[config.mk]
export PLATFORM = sky130hd
export DESIGN_NAME = mem_port_arbiter
export DESIGN_NICKNAME = d
export VERILOG_FILES = /design/src/rtl/mem_port_arbiter.sv
export SDC_FILE = /design/constraint.sdc
export NUM_CORES = 1
export LEC_CHECK = 0
export ABC_AREA = 1
export ABC_CLOCK_PERIOD_IN_PS = 3100
export CAP_MARGIN = 20
export CORE_MARGIN = 5
export CORE_UTILIZATION = 30
export DETAILED_ROUTE_END_ITERATION = 7
export PLACE_DENSITY = 0.86
export SKIP_LAST_GASP = 1
export SYNTH_ARGS = -nofsm -noshare
export SYNTH_HDL_FRONTEND = slang
export SYNTH_SLANG_ARGS = --single-unit
[constraint.sdc]
create_clock -name clk -period 3.1 [get_ports clk]
set_input_delay 0.62 -clock clk [delete_from_list [all_inputs] [get_ports clk]]
set_output_delay 0.62 -clock clk [all_outputs]
set_load 0.005 [all_outputs]
[src/rtl/mem_port_arbiter.sv]
// Arbiter for the single-port unified memory of the 8-bit CPU.
// Arbitrates between the debug, data and fetch ports and tags each read response.
module mem_port_arbiter #(
  parameter int unsigned AW           = 8,
  parameter int unsigned DW           = 8,
  parameter int unsigned STARVE_LIMIT = 4
) (
  input  logic          clk,
  input  logic          rstn,
  input  logic          dbg_req,
  input  logic          dbg_we,
  input  logic [AW-1:0] dbg_addr,
  input  logic [DW-1:0] dbg_wdata,
  output logic          dbg_gnt,
  output logic          dbg_rvalid,
  input  logic          d_req,
  input  logic          d_we,
  input  logic [AW-1:0] d_addr,
  input  logic [DW-1:0] d_wdata,
  output logic          d_gnt,
  output logic          d_rvalid,
  input  logic          if_req,
  input  logic [AW-1:0] if_addr,
  output logic          if_gnt,
  output logic          if_rvalid,
  output logic [DW-1:0] rdata,
  output logic          mem_en,
  output logic          mem_we,
  output logic [AW-1:0] mem_addr,
  output logic [DW-1:0] mem_wdata,
  input  logic [DW-1:0] mem_rdata
);

  localparam logic [3:0] Limit = 4'(STARVE_LIMIT);

  typedef enum logic [1:0] {OwnNone, OwnDbg, OwnD, OwnIf} owner_e;

  owner_e     owner_q, owner_d;
  logic [3:0] starve_q, starve_d;
  logic       fetch_pri;

  assign fetch_pri = (starve_q == Limit);

  // Grants are gated by rstn so the memory port stays quiet during reset.
  always_comb begin
    dbg_gnt = 1'b0;
    d_gnt   = 1'b0;
    if_gnt  = 1'b0;
    if (rstn) begin
      if (dbg_req) begin
        dbg_gnt = 1'b1;
      end else if (if_req && (fetch_pri || !d_req)) begin
        if_gnt = 1'b1;
      end else if (d_req) begin
        d_gnt = 1'b1;
      end
    end
  end

  always_comb begin
    mem_en    = 1'b0;
    mem_we    = 1'b0;
    mem_addr  = '0;
    mem_wdata = '0;
    owner_d   = OwnNone;
    if (dbg_gnt) begin
      mem_en    = 1'b1;
      mem_we    = dbg_we;
      mem_addr  = dbg_addr;
      mem_wdata = dbg_wdata;
      if (!dbg_we) owner_d = OwnDbg;
    end else if (d_gnt) begin
      mem_en    = 1'b1;
      mem_we    = d_we;
      mem_addr  = d_addr;
      mem_wdata = d_wdata;
      if (!d_we) owner_d = OwnD;
    end else if (if_gnt) begin
      mem_en   = 1'b1;
      mem_addr = if_addr;
      owner_d  = OwnIf;
    end
  end

  // Debug grants with a waiting fetch fall through and hold the count.
  always_comb begin
    starve_d = starve_q;
    if (!if_req || if_gnt) begin
      starve_d = '0;
    end else if (d_gnt && (starve_q != Limit)) begin
      starve_d = starve_q + 4'd1;
    end
  end

  always_ff @(posedge clk) begin
    if (!rstn) begin
      owner_q  <= OwnNone;
      starve_q <= '0;
    end else begin
      owner_q  <= owner_d;
      starve_q <= starve_d;
    end
  end

  assign dbg_rvalid = (owner_q == OwnDbg);
  assign d_rvalid   = (owner_q == OwnD);
  assign if_rvalid  = (owner_q == OwnIf);
  assign rdata      = mem_rdata;

endmodule

==> results of run 1 <==
-- power groups by stage --
stage	combinational [mW]	clock [mW]	sequential, mW
global route	0.161	0.0793	0.0806
finish	0.149	0.0732	0.0806
global placement	0.146	0	0.0819
floorplan	0.0538	0	0.0817
detailed placement	0.148	0	0.0820
CTS	0.148	0.0740	0.0806
-- tightest hold or removal path: cells and delay by family (launching register included) --
kind                   cells  cell delay [ns]
DFF                        1             0.34
buffers and inverters      1             0.04
and+or+nand+nor            3             0.16
-- cell families after synthesis --
logic type	synth area share, %
compound gates	12.0
xor+xnor	1.09
fa+ha+maj	3.12
buf+inv	22.5
flops	15.0
simple gates	46.3
-- layout make-up --
cell class	instances	area, um^2
Fill cell	245	1020
Inverter	24	93.8
Clock buffer	3	22.5
Timing Repair Buffer	74	731
Multi-Input combinational cell	92	502
Tap cell	30	37.5
Sequential cell	6	120
-- repair_timing --
item                       CTS  global route
setup endpoints to repair    0            17
resized for setup            0             1
setup buffers                0             2
hold buffers                 0             0
-- sequential cells by signal (all words and copies together) (netlist names) --
signal and flops:
owner_q 2, starve_q 4
-- path summary, 6_finish.rpt --
| kind | depth (start not counted) | from | endpoint |
|---|---|---|---|
| setup reg to reg | 7 | starve_q[0] | starve_q[3] |
| hold / removal | 4 | starve_q[1] | starve_q[1] |
| setup / recovery | 6 | d_req | mem_we |
| hold reg to reg | 4 | starve_q[1] | starve_q[1] |
-- per-layer routing --
metal  GRT usage, %  up-vias  wire (um)
met5              0        -          0
met4           6.36        0         43
met3           5.58        5        302
met2           23.9       42       1440
met1           14.4      464       1020
li1               -      553          -
-- synth_stat cells --
cell type  number  area (um^2)
nand2_1        35          131
inv_1          21         78.8
nand3_1        18         90.1
nand4_1         9         56.3
buf_4           8         60.1
nor2_1          8         30.0
o21ai_2         8         70.1
dfxtp_1         6          120
nand2_4         3         33.8
nand3_2         3         30.0
o21ai_0         3         15.0
buf_2           2         10.0
clkinv_1        2         7.51
ha_1            2         25.0
a21oi_1         1         5.00
a31oi_1         1         6.26
buf_12          1         20.0
inv_2           1         3.75
xor2_1          1         8.76
-- stage by stage --
step / std cells / area (um^2) / total power [mW]
after global routing: 229 / 1510 / 0.321
after CTS: 227 / 1490 / 0.303
after global placement: 224 / 1470 / 0.228
after floorplan: 133 / 802 / 0.136
final: 229 / 1510 / 0.303
after detailed placement: 224 / 1470 / 0.230
==> results by group, run 1 <==
Layout
  – Area grow syn2layout: 87.8%
  – Most common cell after layout, fill and taps aside: clkdlybuf4s50_1
  – # nets final: 258
  – Inserted Diodes: 0
  – Final Util: 59.7%
  – Most frequent cells in the layout: clkdlybuf4s50_1, nand2_1, inv_1
  – Layout cells sized above 1: 11.6%

Placed design
  – Setup WS pre-CTS: 0.0710 ns
  – # port buffers: 70
  – Detail Placement HPWL: 2310 um
  – Routability cong.: 0.735

Critical path
  – CP arrival: 2.39 ns
  – CP Cell Sequence: clkdlybuf4s50_1 -> nand3_1 -> inv_2 -> nand2_4 -> o21ai_0 -> clkdlybuf4s50_1
  – Startpoint Class: input port
  – Buf+Inv Stages, Crit Path: 3
  – CP most frequent cell: clkdlybuf4s50_1
  – Crit path max fanout: 11
  – Critical path required time: 2.48 ns
  – Critical path class: in -> out
  – Worst Setup End Kind: primary output
  – Worst path slowest cell: clkdlybuf4s50_1
  – CP peak stage delay: 0.57 ns
  – Internal reg-to-reg setup slack: 1.76 ns
  – Delay-heaviest family, CP: buffers and inverters

Detailed routing
  – # DRC: 0
  – Total wire length: 2810 um
  – Drt pass-1 iters: 4
  – Initial DRC count: 34
  – DR vias: 1064
  – Vias per cell: 4.65
  – WL per Instance: 12.3 um
  – Routed Antenna Nets: 0

Die
  – Chip width: 61.7 um
  – Die Span Y: 61.7 um
  – I/O pins: 87
  – Initial Util: 31.8%
  – FP Rows: 18
  – Core Area: 0.00252 mm^2
  – Die area: 0.00381 mm^2

Synth
  – Syn Inst Count: 133
  – Number of synthesized register bits: 6
  – Sequential area share after synthesis: 15.0%
  – Syn. warnings: 0
  – Yosys cell types: 19
  – Syn Nets: 190
  – Post-Syn Area: 802 um^2
  – Syn_area_per_cell: 6.03 um^2

Clock tree
  – Clk_lat worst skew: 0.25 ns
  – CTS tree: done
  – Htree depth: 1
  – Clk sinks: 6
  – Number of CTS-inserted buffers: 3
  – Clock tree buffer depth: 2
  – Root Buffer: clkbuf_4
  – Reg clk slew, reported paths: 0.04 ns

Pwr
  – Combinational share of power: 49.2%
  – Flop pwr share: 26.6%
  – Int Power: 0.219 mW
  – P_sw: 0.0832 mW
  – Clk pwr share: 24.2%
  – Worst vdd ir: 0.103 mV
  – Leak Pwr: 0.680 nW
  – PwrDens: 201 mW/mm^2
  – Switching Share: 27.5%

GRT
  – GR Overflow Total: 0
  – All-Layer GR Usage: 13.7%
  – Largest net degree at the start of global routing: 19
  – First-pass GRT wire length: 3950 um
  – Initial antenna violation count: 0
  – Vias in the first global route: 1007

Timing
  – Max Fclk: 333 MHz
  – Slew Viols, Final: 0
  – Least-Margin Pin Slew: 0.295 ns
  – Unrepaired setup endpoints after global routing: false
  – # setup viols final: 0
  – WHS: 0.579 ns
  – Final min period: 3.01 ns
  – Fin crit share: 97.0%
  – Clk_skew: 0.00219 ns
  – Slew margin rel.: 80.3%
  – Fin. Hold Viols: 0
  – TNS Setup: 0 ns
  – Final worst slack: 0.0942 ns

Status
  – Status: complete, no violations

Hold path
  – Hold Crit Class: reg -> reg

Run
  – MaxCap Viol Count: 0
Power figures use the tool's default switching activity.
==> run 2: changes to the inputs <==
--- a/config.mk
+++ b/config.mk
@@ -11,7 +11,7 @@
 export CORE_MARGIN = 5
 export CORE_UTILIZATION = 30
 export DETAILED_ROUTE_END_ITERATION = 7
-export PLACE_DENSITY = 0.86
+export PLACE_DENSITY = 0.94
 export SKIP_LAST_GASP = 1
 export SYNTH_ARGS = -nofsm -noshare
 export SYNTH_HDL_FRONTEND = slang
==> results by group, run 2 (synthesis gave the netlist of run 1 again) <==
Clock tree
  – Clock tree buffer depth: 2
  – Post-cts sizing count: 0
  – Post-CTS setup buffers: 0
  – Reg clk slew, reported paths: 0.05 ns
  – Clk_lat worst skew: 0.24 ns
  – Root Buffer: clkbuf_4
  – Number of CTS-inserted buffers: 3
  – CTS tree: done
  – Clk sinks: 6
  – Htree depth: 1
  – Hold Buf Count CTS: 0

Critical path
  – Crit path max fanout: 11
  – Critical path class: in -> out
  – Critical path required time: 2.48 ns
  – Reg2reg start: starve_q[0]
  – FF-to-FF path depth: 9
  – CP arrival: 2.32 ns
  – Startpoint Class: input port
  – Beginning of the critical path: d_req
  – Worst Setup End Kind: primary output

Die
  – Chip width: 61.7 um
  – Die Span Y: 61.7 um
  – Core Area: 0.00252 mm^2
  – Die area: 0.00381 mm^2
  – FP Rows: 18
  – Initial Util: 31.8%
  – I/O pins: 87

Timing
  – Least-Margin Pin Slew: 0.302 ns
  – Slew margin rel.: 79.8%
  – Max Fclk: 340 MHz
  – # setup viols final: 0
  – Final min period: 2.94 ns
  – Unrepaired setup endpoints after global routing: false
  – Clk_skew: 0.000478 ns
  – Fin. Hold Viols: 0
  – Fin crit share: 94.8%
  – TNS Setup: 0 ns
  – Slew Viols, Final: 0

Status
  – Status: complete, no violations

Detailed routing
  – Total wire length: 2870 um
  – Vias per cell: 4.77
  – Routed Antenna Nets: 0
  – WL per Instance: 12.6 um
  – Drt pass-1 iters: 4
  – # DRC: 0
  – Initial DRC count: 27
  – DR vias: 1083

Pwr
  – PwrDens: 202 mW/mm^2
  – Worst vdd ir: 0.114 mV
  – Leak Pwr: 0.669 nW

Layout
  – Most common cell after layout, fill and taps aside: clkdlybuf4s50_1
  – Reg with most FFs: starve_q
  – Regs by FF count: starve_q x4, owner_q x2
  – Final instance area: 0.00149 mm^2
  – Largest register FFs: 4
  – Most frequent cells in the layout: clkdlybuf4s50_1, nand2_1, inv_1
  – Layout cells sized above 1: 10.7%
  – Final Util: 59.1%
  – Area grow syn2layout: 86.0%
  – Inserted Diodes: 0
  – # nets final: 256

GRT
  – Largest net degree at the start of global routing: 19
  – GR Overflow Total: 0
  – First-pass GRT wire length: 4240 um
  – Vias in the first global route: 1031
  – All-Layer GR Usage: 15.0%
  – Initial antenna violation count: 0

Hold path
  – Hold Crit Class: reg -> reg
  – Hold wc startpoint: starve_q[1]
  – Hold-critical path depth: 4

Placed design
  – Routability cong.: 0.825
  – Area after DPL: 0.00147 mm^2
  – # port buffers: 70
  – Detail Placement HPWL: 2450 um

Run
  – MaxCap Viol Count: 0
## run 2: per-layer routing
layer	GRT usage (%)	part of all wire (%)	up-vias
met3	4.55	10	12
met4	9.09	4.2	0
met1	16.1	35	465
met2	25.6	50	53
li1	-	-	553
met5	0	0	-
## run 2: final timing paths
| kind | slack (ns) | end |
|---|---|---|
| worst min register to register | 0.57 | starve_q[1] |
| worst max register to register | 1.73 | starve_q[2] |
| worst max-delay path | 0.16 | mem_we |
| worst min-delay path | 0.57 | starve_q[1] |
## run 2: cell type report
type	instances	area (um^2)
fillers	241	1030
repair buffers	72	716
multi-input cells	92	502
flip-flops and latches	6	120
inverters	24	93.8
well taps	30	37.5
clock buffers	3	22.5
## run 2: worst max-delay path, cell delays in order
cell,delay (ns)
clkdlybuf4s50_1,0.56
nand2_4,0.13
nand2_4,0.15
nand2_4,0.14
o21ai_0,0.18
clkdlybuf4s50_1,0.53
## run 2: metrics by stage
step | cells | worst slack (ns) | hold slack [ns] | total power, mW
after CTS | 227 | 0.0427 | 0.571 | 0.305
after global placement | 224 | 0.0881 | 0.563 | 0.229
after global routing | 227 | 0.0218 | 0.614 | 0.319
final | 227 | 0.162 | 0.572 | 0.302
after floorplan | 133 | 1.22 | 0.533 | 0.136
after detailed placement | 224 | 0.0420 | 0.562 | 0.231
## run 2: where the power goes
group,internal [mW],total (mW),switching [mW]
Clock,0.0439,0.0732,0.0293
Combinational,0.0952,0.148,0.0526
Sequential,0.0792,0.0809,0.00175
==> run 3: changes to the inputs <==
--- a/config.mk
+++ b/config.mk
@@ -8,6 +8,7 @@
 export ABC_AREA = 1
 export ABC_CLOCK_PERIOD_IN_PS = 3100
 export CAP_MARGIN = 20
+export CORE_ASPECT_RATIO = 0.7
 export CORE_MARGIN = 5
 export CORE_UTILIZATION = 30
 export DETAILED_ROUTE_END_ITERATION = 7
==> results by group, run 3 (synthesis gave the netlist of run 1 again) <==
GRT
  – First-pass GRT wire length: 4250 um
  – GR Overflow Total: 0
  – Vias in the first global route: 1039
  – All-Layer GR Usage: 14.3%
  – Largest net degree at the start of global routing: 19
  – Initial antenna violation count: 0

Clock tree
  – Htree depth: 1
  – Clock tree buffer depth: 2
  – Clk sinks: 6
  – Clk_lat worst skew: 0.23 ns
  – Reg clk slew, reported paths: 0.04 ns
  – CTS tree: done
  – Number of CTS-inserted buffers: 3
  – Root Buffer: clkbuf_8
  – Hold Buf Count CTS: 0

Placed design
  – Area after DPL: 0.00147 mm^2
  – # port buffers: 70
  – Detail Placement HPWL: 2320 um
  – Cell count after placement: 228
  – Routability cong.: 0.847
  – Setup WS pre-CTS: 0.0688 ns

Layout
  – Final Util: 60.2%
  – Layout cells sized above 1: 10.7%
  – Inserted Diodes: 0
  – Largest register FFs: 4
  – # fillers: 242
  – Non-filler cells, final: 231
  – Regs by FF count: starve_q x4, owner_q x2
  – Final instance area: 0.00152 mm^2
  – # nets final: 256
  – Most frequent cells in the layout: clkdlybuf4s50_1, nand2_1, inv_1
  – Most common cell after layout, fill and taps aside: clkdlybuf4s50_1
  – Reg with most FFs: starve_q
  – Area grow syn2layout: 88.9%

Run
  – MaxCap Viol Count: 0

Detailed routing
  – Routed Antenna Nets: 0
  – Drt pass-1 iters: 4
  – Initial DRC count: 43
  – DR vias: 1082
  – Vias per cell: 4.68
  – Total wire length: 2790 um
  – WL per Instance: 12.1 um
  – # DRC: 0

Die
  – FP Rows: 15
  – Die Span Y: 53.3 um
  – Core Area: 0.00251 mm^2
  – Initial Util: 31.9%
  – I/O pins: 87
  – Die area: 0.00382 mm^2
  – Chip width: 71.8 um

Timing
  – Unrepaired setup endpoints after global routing: false
  – Fin. Hold Viols: 0
  – Slew margin rel.: 79.7%
  – Fin crit share: 95.2%
  – WHS: 0.587 ns
  – Clk_skew: 0.00178 ns
  – Least-Margin Pin Slew: 0.304 ns
  – Final worst slack: 0.149 ns
  – Final min period: 2.95 ns
  – Slew Viols, Final: 0
  – Max Fclk: 339 MHz
  – TNS Setup: 0 ns
  – # setup viols final: 0

Critical path
  – Critical path required time: 2.48 ns
  – Worst Setup End Kind: primary output
  – Startpoint Class: input port
  – Critical path class: in -> out
  – Crit path max fanout: 11
  – CP arrival: 2.33 ns

Pwr
  – PwrDens: 230 mW/mm^2
  – Worst vdd ir: 0.130 mV
  – Leak Pwr: 0.677 nW
  – Final Total Pwr: 0.349 mW

Hold path
  – Hold Crit Class: reg -> reg

Status
  – Status: complete, no violations
## run 3: changes by cell type in the layout (fill, tap and decap cells not counted)
cell      previous run  this run
clkbuf_8             0         3
clkbuf_4             3         0
## run 3: worst paths after layout
kind,endpoint,slack [ns],cells past startpoint,startpoint
worst max-delay path,mem_we,0.15,6,d_req
worst min-delay path,starve_q[1],0.59,4,starve_q[1]
worst min register to register,starve_q[1],0.59,4,starve_q[1]
worst max register to register,starve_q[3],1.74,7,starve_q[0]
## run 3: per-layer routing
layer	global-route usage [%]	vias up	wire length, um
met5	0	-	0
met4	3.44	0	14
met3	6.83	2	323
met2	23.8	59	1300
met1	16.7	470	1150
li1	-	551	-
## run 3: final cells by class
| class | count | area [um^2] | area share (%) |
|---|---|---|---|
| inverters | 24 | 93.8 | 6.19 |
| well taps | 34 | 42.5 | 2.81 |
| flip-flops and latches | 6 | 120 | 7.93 |
| clock buffers | 3 | 41.3 | 2.73 |
| repair buffers | 72 | 716 | 47.2 |
| multi-input cells | 92 | 502 | 33.1 |
## run 3: report_power, final
| part | switching (mW) | leakage [nW] | internal (mW) | total [mW] |
|---|---|---|---|---|
| clock network | 0.0365 | 0.0216 | 0.0837 | 0.120 |
| logic | 0.0525 | 0.607 | 0.0952 | 0.148 |
| registers | 0.00132 | 0.0487 | 0.0794 | 0.0808 |
| total | 0.0903 | 0.677 | 0.258 | 0.349 |
## run 3: worst max-delay path, stage by stage
cell and delay, ns:
clkdlybuf4s50_1 0.56, nand2_4 0.14, nand2_4 0.15, nand2_4 0.14, o21ai_0 0.18, clkdlybuf4s50_1 0.54
## run 3: timing repair
item | 4_1_cts | 5_1_grt
setup endpoints to repair | 0 | 17
setup buffers | 0 | 0
gates resized for setup | 0 | 1
